$ cat src/rtl/data_bus_arbiter.sv
// rtl/data_bus_arbiter.sv - two-master round-robin data-bus arbiter with in-order response routing
module data_bus_arbiter #(
  parameter int AW    = 32,
  parameter int DW    = 32,
  parameter int DEPTH = 2
) (
  input  logic            Clk,
  input  logic            Rst,
  input  logic            m0_req,
  input  logic            m0_we,
  input  logic [DW/8-1:0] m0_be,
  input  logic [AW-1:0]   m0_addr,
  input  logic [DW-1:0]   m0_wdata,
  output logic            m0_gnt,
  output logic            m0_rvalid,
  output logic [DW-1:0]   m0_rdata,
  output logic            m0_err,
  input  logic            m1_req,
  input  logic            m1_we,
  input  logic [DW/8-1:0] m1_be,
  input  logic [AW-1:0]   m1_addr,
  input  logic [DW-1:0]   m1_wdata,
  output logic            m1_gnt,
  output logic            m1_rvalid,
  output logic [DW-1:0]   m1_rdata,
  output logic            m1_err,
  output logic            s_req,
  output logic            s_we,
  output logic [DW/8-1:0] s_be,
  output logic [AW-1:0]   s_addr,
  output logic [DW-1:0]   s_wdata,
  input  logic            s_gnt,
  input  logic            s_rvalid,
  input  logic [DW-1:0]   s_rdata,
  input  logic            s_err,
  output logic            orphan_rsp
);

  localparam int PW = (DEPTH > 1) ? $clog2(DEPTH) : 1;
  localparam int CW = $clog2(DEPTH + 1);

  typedef enum logic {IDLE, HOLD} state_t;

  state_t          state_q, state_d;
  logic            last_owner_q, last_owner_d;
  logic            sel_owner_q, sel_owner_d;
  logic            owner_q [DEPTH];
  logic [PW-1:0]   wr_ptr_q, rd_ptr_q;
  logic [CW-1:0]   count_q;
  logic            orphan_q;
  logic            full, push, pop, cur, cur_req, head;

  function automatic logic [PW-1:0] ptr_next(input logic [PW-1:0] p);
    return (p == PW'(DEPTH - 1)) ? '0 : p + 1'b1;
  endfunction

  assign full = (count_q == CW'(DEPTH));
  assign head = owner_q[rd_ptr_q];
  assign pop  = s_rvalid && (count_q != '0);

  always_comb begin
    state_d      = state_q;
    last_owner_d = last_owner_q;
    sel_owner_d  = sel_owner_q;
    cur          = sel_owner_q;
    cur_req      = 1'b0;
    push         = 1'b0;
    case (state_q)
      IDLE: begin
        // Both requesting: pick the master that did not win last time.
        if (!full) begin
          cur     = (m0_req && m1_req) ? ~last_owner_q : m1_req;
          cur_req = m0_req || m1_req;
          if (cur_req && s_gnt) begin
            push         = 1'b1;
            last_owner_d = cur;
          end else if (cur_req) begin
            state_d     = HOLD;
            sel_owner_d = cur;
          end
        end
      end
      HOLD: begin
        cur     = sel_owner_q;
        cur_req = !full && (sel_owner_q ? m1_req : m0_req);
        if (!cur_req) begin
          state_d = IDLE;
        end else if (s_gnt) begin
          push         = 1'b1;
          last_owner_d = cur;
          state_d      = IDLE;
        end
      end
      default: state_d = IDLE;
    endcase
  end

  assign s_req   = cur_req;
  assign s_we    = cur_req && (cur ? m1_we : m0_we);
  assign s_be    = cur_req ? (cur ? m1_be    : m0_be)    : '0;
  assign s_addr  = cur_req ? (cur ? m1_addr  : m0_addr)  : '0;
  assign s_wdata = cur_req ? (cur ? m1_wdata : m0_wdata) : '0;
  assign m0_gnt  = push && !cur;
  assign m1_gnt  = push && cur;

  assign m0_rvalid  = pop && !head;
  assign m1_rvalid  = pop && head;
  assign m0_rdata   = m0_rvalid ? s_rdata : '0;
  assign m1_rdata   = m1_rvalid ? s_rdata : '0;
  assign m0_err     = m0_rvalid && s_err;
  assign m1_err     = m1_rvalid && s_err;
  assign orphan_rsp = orphan_q;

  always_ff @(posedge Clk or negedge Rst) begin
    if (!Rst) begin
      state_q      <= IDLE;
      last_owner_q <= 1'b1;
      sel_owner_q  <= 1'b0;
      wr_ptr_q     <= '0;
      rd_ptr_q     <= '0;
      count_q      <= '0;
      orphan_q     <= 1'b0;
      for (int i = 0; i < DEPTH; i++) owner_q[i] <= 1'b0;
    end else begin
      state_q      <= state_d;
      last_owner_q <= last_owner_d;
      sel_owner_q  <= sel_owner_d;
      if (push) begin
        owner_q[wr_ptr_q] <= cur;
        wr_ptr_q          <= ptr_next(wr_ptr_q);
      end
      if (pop) rd_ptr_q <= ptr_next(rd_ptr_q);
      case ({push, pop})
        2'b10:   count_q <= count_q + 1'b1;
        2'b01:   count_q <= count_q - 1'b1;
        default: count_q <= count_q;
      endcase
      // A response with nothing outstanding is dropped and flagged until reset.
      if (s_rvalid && (count_q == '0)) orphan_q <= 1'b1;
    end
  end

endmodule

$ cat config.mk
export PLATFORM = sky130hd
export DESIGN_NAME = data_bus_arbiter
export DESIGN_NICKNAME = d
export VERILOG_FILES = /design/src/rtl/data_bus_arbiter.sv
export SDC_FILE = /design/constraint.sdc
export NUM_CORES = 1
export LEC_CHECK = 0
export ABC_AREA = 1
export CAP_MARGIN = 10
export CORE_AREA = 2 2 123 125
export CTS_BUF_LIST = sky130_fd_sc_hd__clkbuf_8
export CTS_CLUSTER_DIAMETER = 200
export DETAILED_ROUTE_END_ITERATION = 12
export DIE_AREA = 0 0 125 127
export GPL_TIMING_DRIVEN = 0
export HOLD_SLACK_MARGIN = 0.08
export PLACE_DENSITY_LB_ADDON = 0.12
export SLEW_MARGIN = 30
export SYNTH_ARGS = -nofsm -noshare
export SYNTH_HDL_FRONTEND = slang
export SYNTH_SLANG_ARGS = --single-unit
$ cat constraint.sdc
create_clock -name Clk -period 2 [get_ports Clk]
set_input_delay 0.4 -clock Clk [delete_from_list [all_inputs] [get_ports Clk]]
set_output_delay 0.4 -clock Clk [all_outputs]
set_load 0.01 [all_outputs]
* After elaboration in Yosys (flattened, before gate mapping)
Cells that the tools add are included.
W data, S select, Z words.
** Storage, ports and cells
- Input port bits :: 177
- Bits in registers :: 10
- Logic and storage cells :: 91
** Operators by class
- Mux-type cells :: 40
- Equal/unequal tests :: 7
- Reductions and logical operators :: 22
- Add/sub/neg operators :: 4
- Magnitude comparators :: 3
- Bitwise logic cells :: 6
** Operators by type and width (number)
- $mux W32 :: 6
- $mux W1 :: 24
- $logic_and A1 B1 Y1 :: 13
- $pmux W1 S2 :: 5
- $mux W4 :: 2
- $reduce_and A4 Y1 :: 2
- $ne A2 B2 Y1 const B :: 3
- $eq A2 B2 Y1 const B :: 2
- $ge A2 B2 Y1 const B :: 2
- $not A1 Y1 :: 4
- $not A1 Y2 :: 2
- $pmux W2 S2 :: 1
- $reduce_bool A2 Y1 :: 2
- $logic_not A1 Y1 :: 3
- $add A1 B1 Y1 const B :: 2
- $add A2 B1 Y2 const B :: 1
- $bwmux W2 :: 1
- $eq A2 B1 Y1 const B :: 1
- $logic_not A2 Y1 :: 1
- $lt A2 B1 Y1 const B :: 1
- $ne A2 B1 Y1 const B :: 1
- $sub A2 B1 Y2 const B :: 1
- $demux W1 S1 :: 1
- $logic_or A1 B1 Y1 :: 1

* Longest topological paths before layout
- Word-level depth :: 7
- Mapped depth :: 10
- Mapped depth without buffers :: 10

* Least setup slack after synthesis
No wires, ideal clock.
- Path type :: register -> register
- Start :: reg count_q[0]
- End :: reg count_q[1]
- Clock period less this slack :: 1.699 ns
- Stages on the path, launching flop included :: 10
- Arrival time :: 1.568 ns
- Path slack :: 0.301 ns
- Required time :: 1.869 ns
- Cell sequence :: dfrtp_1 inv_2 nand2_4 nand3_1 nand2_2 nand2_2 ha_1 a21oi_1 o21ai_0 xor2_1
** Between the ends
- Word-level cells in the longest chain between the ends :: 7
- Elaborated cells on any way between the ends :: 14
** Ends and longest elaborated chain
- start, declared :: RTL line 49 : logic [CW-1:0] count_q;
- start signal, assigned :: RTL line 134 : 2'b10: count_q <= count_q + 1'b1;
- start signal, assigned :: RTL line 135 : 2'b01: count_q <= count_q - 1'b1;
- start signal, assigned :: RTL line 136 : default: count_q <= count_q;
- $eq A2 B2 Y1 :: RTL line 57 : assign full = (count_q == CW'(DEPTH));
- $logic_not A1 Y1 :: RTL line 85 : cur_req = !full && (sel_owner_q ? m1_req : m0_req);
- $logic_and A1 B1 Y1 :: RTL line 85
- $mux W1 :: RTL line 86 : if (!cur_req) begin
- $pmux W1 S2 :: RTL line 68 : case (state_q)
- $eq A2 B1 Y1 / $eq A2 B2 Y1 (equally long branches) :: RTL line 133 : case ({push, pop})
- $pmux W2 S2 / $reduce_bool A2 Y1 (equally long branches)
Parallel ways exist; a longest one is shown, timed or not.
A chain may end at the register's enable or synchronous reset.

* Worst setup path after layout
- Start :: reg state_q
- End :: out s_wdata[22]
** Between the ends
- Word-level cells in the longest chain between the ends :: 4
- Elaborated cells on any way between the ends :: 5
** Ends and longest elaborated chain
- start, declared :: RTL line 44 : state_t state_q, state_d;
- start signal, assigned :: RTL line 125 : state_q <= state_d;
- $not A1 Y1 (no source line)
- $pmux W1 S2 :: RTL line 68
- $mux W32 :: RTL line 102 : assign s_wdata = cur_req ? (cur ? m1_wdata : m0_wdata) : '0;
- $mux W32 * :: RTL line 102
- end, declared :: RTL line 31 : output logic [DW-1:0] s_wdata,
Mark *: on every way between the ends. The rest lies on a longest branch, timed or not.

==> results summary <==
The xor and xnor fraction of the mapped netlist area came out at 1.07%. The worst-case setup margin in the final layout came out at -252 ps. After detailed placement, the design holds a cell count of 982. In the final routed layout, each cell accounts on average for 15.8 microns.

The post-route fraction of the period consumed by the critical path is 113%. The tool flagged a number of max-cap violations equal to 0. The min-delay analysis places its worst path in the category reg2reg. The final number of max-transition violations is 0. The core area came out at 14400 sq um.

Setup repair after global routing could not meet its margin everywhere. The area taken by flip-flops and latches is 254 sq um. The share of final-layout standard cells stronger than drive strength 1 came out at 39.5%.

By area the synthesized netlist is led by nor2_1 (32%), nand3b_1 (21%), nand2_1 (13%), dfrtp_1 (9.1%), inv_1 (6.7%). The first-pass GRT wire length came out at 24.9 mm. The routed wire length came out at 16.8 mm. The arrival time at the worst endpoint came out at 1850 ps. The top cell type's share of synthesized area is 31.9%.

The number of synthesized flops with an enable pin is 0. The kind of end point of the critical path is an output pin. The post-layout instance area is 6900 sq um. The worst-case headroom to the max-slew limit came out at 66.2%.

The count of boundary I/O pins came out at 318. The slew at the pin closest to its max-slew limit came out at 506 ps. Summing the areas of all and, or, nand and nor instances in the mapped netlist gives 70.4% of the synthesized area. The share of async-settable or async-resettable flops after synthesis is 100%. Once placement finished, the instance area stood at 5870 sq um. The yosys synthesis warning count is 0. The synthesized design spends more area on one cell type than any other, namely nor2_1. The first TritonRoute pass finished after 4 iterations. The number of H-tree levels is 1. The number of buffers inserted during clock tree synthesis is 3. The cell count after synthesis is 481. The number of failing setup endpoints in the final timing report came out at 136. In this run the horizontal extent of the chip is 125 microns.

In this run the static leakage power is 3.50 nW. The area growth from synthesis to layout is 180%. The repair_antennas step left the layout with diodes totalling 0.

The sort of element at the start of the critical path is a register. The part of the Yosys area used for sequential elements is 10.2%. The detail route stage leaves a number of antenna-violating nets equal to 0. Summing over every cut layer, the via total after detailed routing is 4499.

The master cell of the clock root buffer is clkbuf_8. The placer congestion estimate came out at 0.841. The count of buffers inserted at the top-level ports came out at 317.

The synthesized area per cell came out at 5.12 sq um. In this run the deepest clock path goes through 2 buffers. The detailed placer's ending HPWL came out at 12.2 mm. In this run, the number of DRC markers left after iteration 0 of detailed routing was 167. The run finished, with violations left.

The main flop type after synthesis is dfrtp_1. At the later pin of the worst-skew pair, clock insertion delay measures 240 ps. The number of cell rows came out at 44.

The checks that failed: setup timing. After Yosys synthesis, full adders, half adders and majority gates account for 0.508% of the synthesized area. The fraction of the mapped netlist area in compound gates is 1.93%. By area, the combinational part of the netlist is dominated by simple AND/OR/NAND/NOR gates.

The final net count came out at 1060. The hold violation count in the final report is 0. The die covers 15900 sq um.

The die is 127 microns tall. The shortest clock period the worst path allows after layout came out at 2250 ps. The worst-case hold slack came out at 468 ps. The total clock sinks came out at 10. The count of different cell masters after synthesis is 24. The mean number of vias per cell is 4.22.

The starting utilization of the core area came out at 17.1%. The endpoint required time on the critical path came out at 1600 ps. The clock input transition at the sequential cells of the worst setup and hold paths is 50 ps.

The final cell count without fillers is 1065. The multi-input gate area in the final layout came out at 2210 sq um. The total global routing track utilization came out at 19.4%.

Yosys instantiated no cell more often than nor2_1. The commonest cells after synthesis are nor2_1 (209), nand2_1 (86), nand3b_1 (69). The multiplexer share of the synthesized area came out at 0%. The maximum resistive drop on vdd came out at 0.482 mV.

The TritonCTS clock tree is built. The utilization after layout is 47.8%. The accumulated negative setup slack came out at -14780 ps.

The via count of the first global-routing pass came out at 4594. Static timing analysis puts the maximum clock frequency at 0.444 GHz. The overall overflow remaining after global route is 0. The classification of the worst setup path is reg2out. The initial antenna violation count is 0. The total DRC errors in the routed layout is 0. The largest net degree at the start of global routing came out at 11. The number of hold buffers added after CTS is 0. The power density over cell area is 1310 nW/um^2. The fill cell total of the finished layout came out at 1524. The final worst clock skew is 3.11 ps. The largest fanout on the critical path is 5. The cell area after synthesis came out at 2460 sq um. Counting every net in the synthesized netlist gives 659. The synthesized flop and latch total came out at 10.
critical path, stage by stage, from the launching register on:
cell and delay, ps:
dfrtp_1 380, clkinvlp_4 160, buf_6 150, nand2_4 70, nand2_8 90, buf_12 140
buf_8 120, clkbuf_16 140, nand3b_1 80, nand2_1 50, nor2_1 80, buf_2 130
flip-flops by register name (all words and copies together), names as in the netlist:
name and count:
owner_q 2, sel_owner_q 1, last_owner_q 1, count_q 2, rd_ptr_q 1, orphan_rsp 1
wr_ptr_q 1, state_q 1
what timing repair did:
item	4_1_cts	5_1_grt
cloned	24	6
resized for setup	698	104
buffers inserted	47	15
endpoints found under the setup margin	141	136
pin swaps	28	51
report_power, final:
part | switching [mW] | total (mW) | internal, mW
combinational | 4.21 | 8.41 | 4.20
sequential | 0.0831 | 0.388 | 0.305
clock | 0.0821 | 0.255 | 0.173
cell type report:
class / count / area share, %
repair buffers: 397 / 51.2
inverters: 46 / 2.92
clock buffers: 4 / 0.798
well taps: 184 / 3.34
plain buffers: 29 / 5.66
flip-flops and latches: 10 / 3.68
multi-input cells: 393 / 32.0
repair inverters: 2 / 0.345
per-layer routing:
metal	track usage (%)	part of all wire [%]
met4	4.18	2.3
met1	22.4	40
met3	3.14	5.0
met5	0	0
met2	37.7	53
logic make-up (layout without fill, tap and decap cells):
group / Yosys count / after routing
buf+inv: 80 / 478
flops: 10 / 10
fa+ha+maj: 1 / 1
simple gates: 379 / 381
compound gates: 8 / 8
xor+xnor: 3 / 3
through the flow:
step	total power, mW	worst slack [ps]
2_1_floorplan	3.46	301
5_1_grt	9.74	-370
3_5_place_dp	6.71	-926
3_3_place_gp	6.70	-899
4_1_cts	8.50	-239
6_report	9.05	-252
worst paths after layout:
path                            start     endpoint  slack [ps]  cells after the start
max                           state_q  s_wdata[22]        -250                     11
min                        orphan_rsp   orphan_rsp         470                      1
max reg2reg                   state_q   count_q[1]         120                     10
min in group asynchronous         Rst   orphan_rsp         500                      1
min reg2reg                orphan_rsp   orphan_rsp         470                      1
max in group asynchronous         Rst   count_q[1]        1130                      1
cells in the final DEF, fill, tap and decap left out, types with 3 or more instances in the layout:
cell type and count:
dfrtp_1 7, nand3b_1 69, clkbuf_2 21, clkbuf_8 10, nand2_4 6, buf_12 8
inv_2 3, nand2_1 71, inv_1 39, nand3_1 4, nand2_2 12, nor2_2 33
buf_6 42, nor2_4 17, clkdlybuf4s50_1 174, buf_2 107, nor2_1 159, clkdlybuf4s15_2 5
buf_4 34, buf_8 20, clkbuf_16 6, nand2_8 4
No activity file was read; power rests on OpenSTA's default activity.
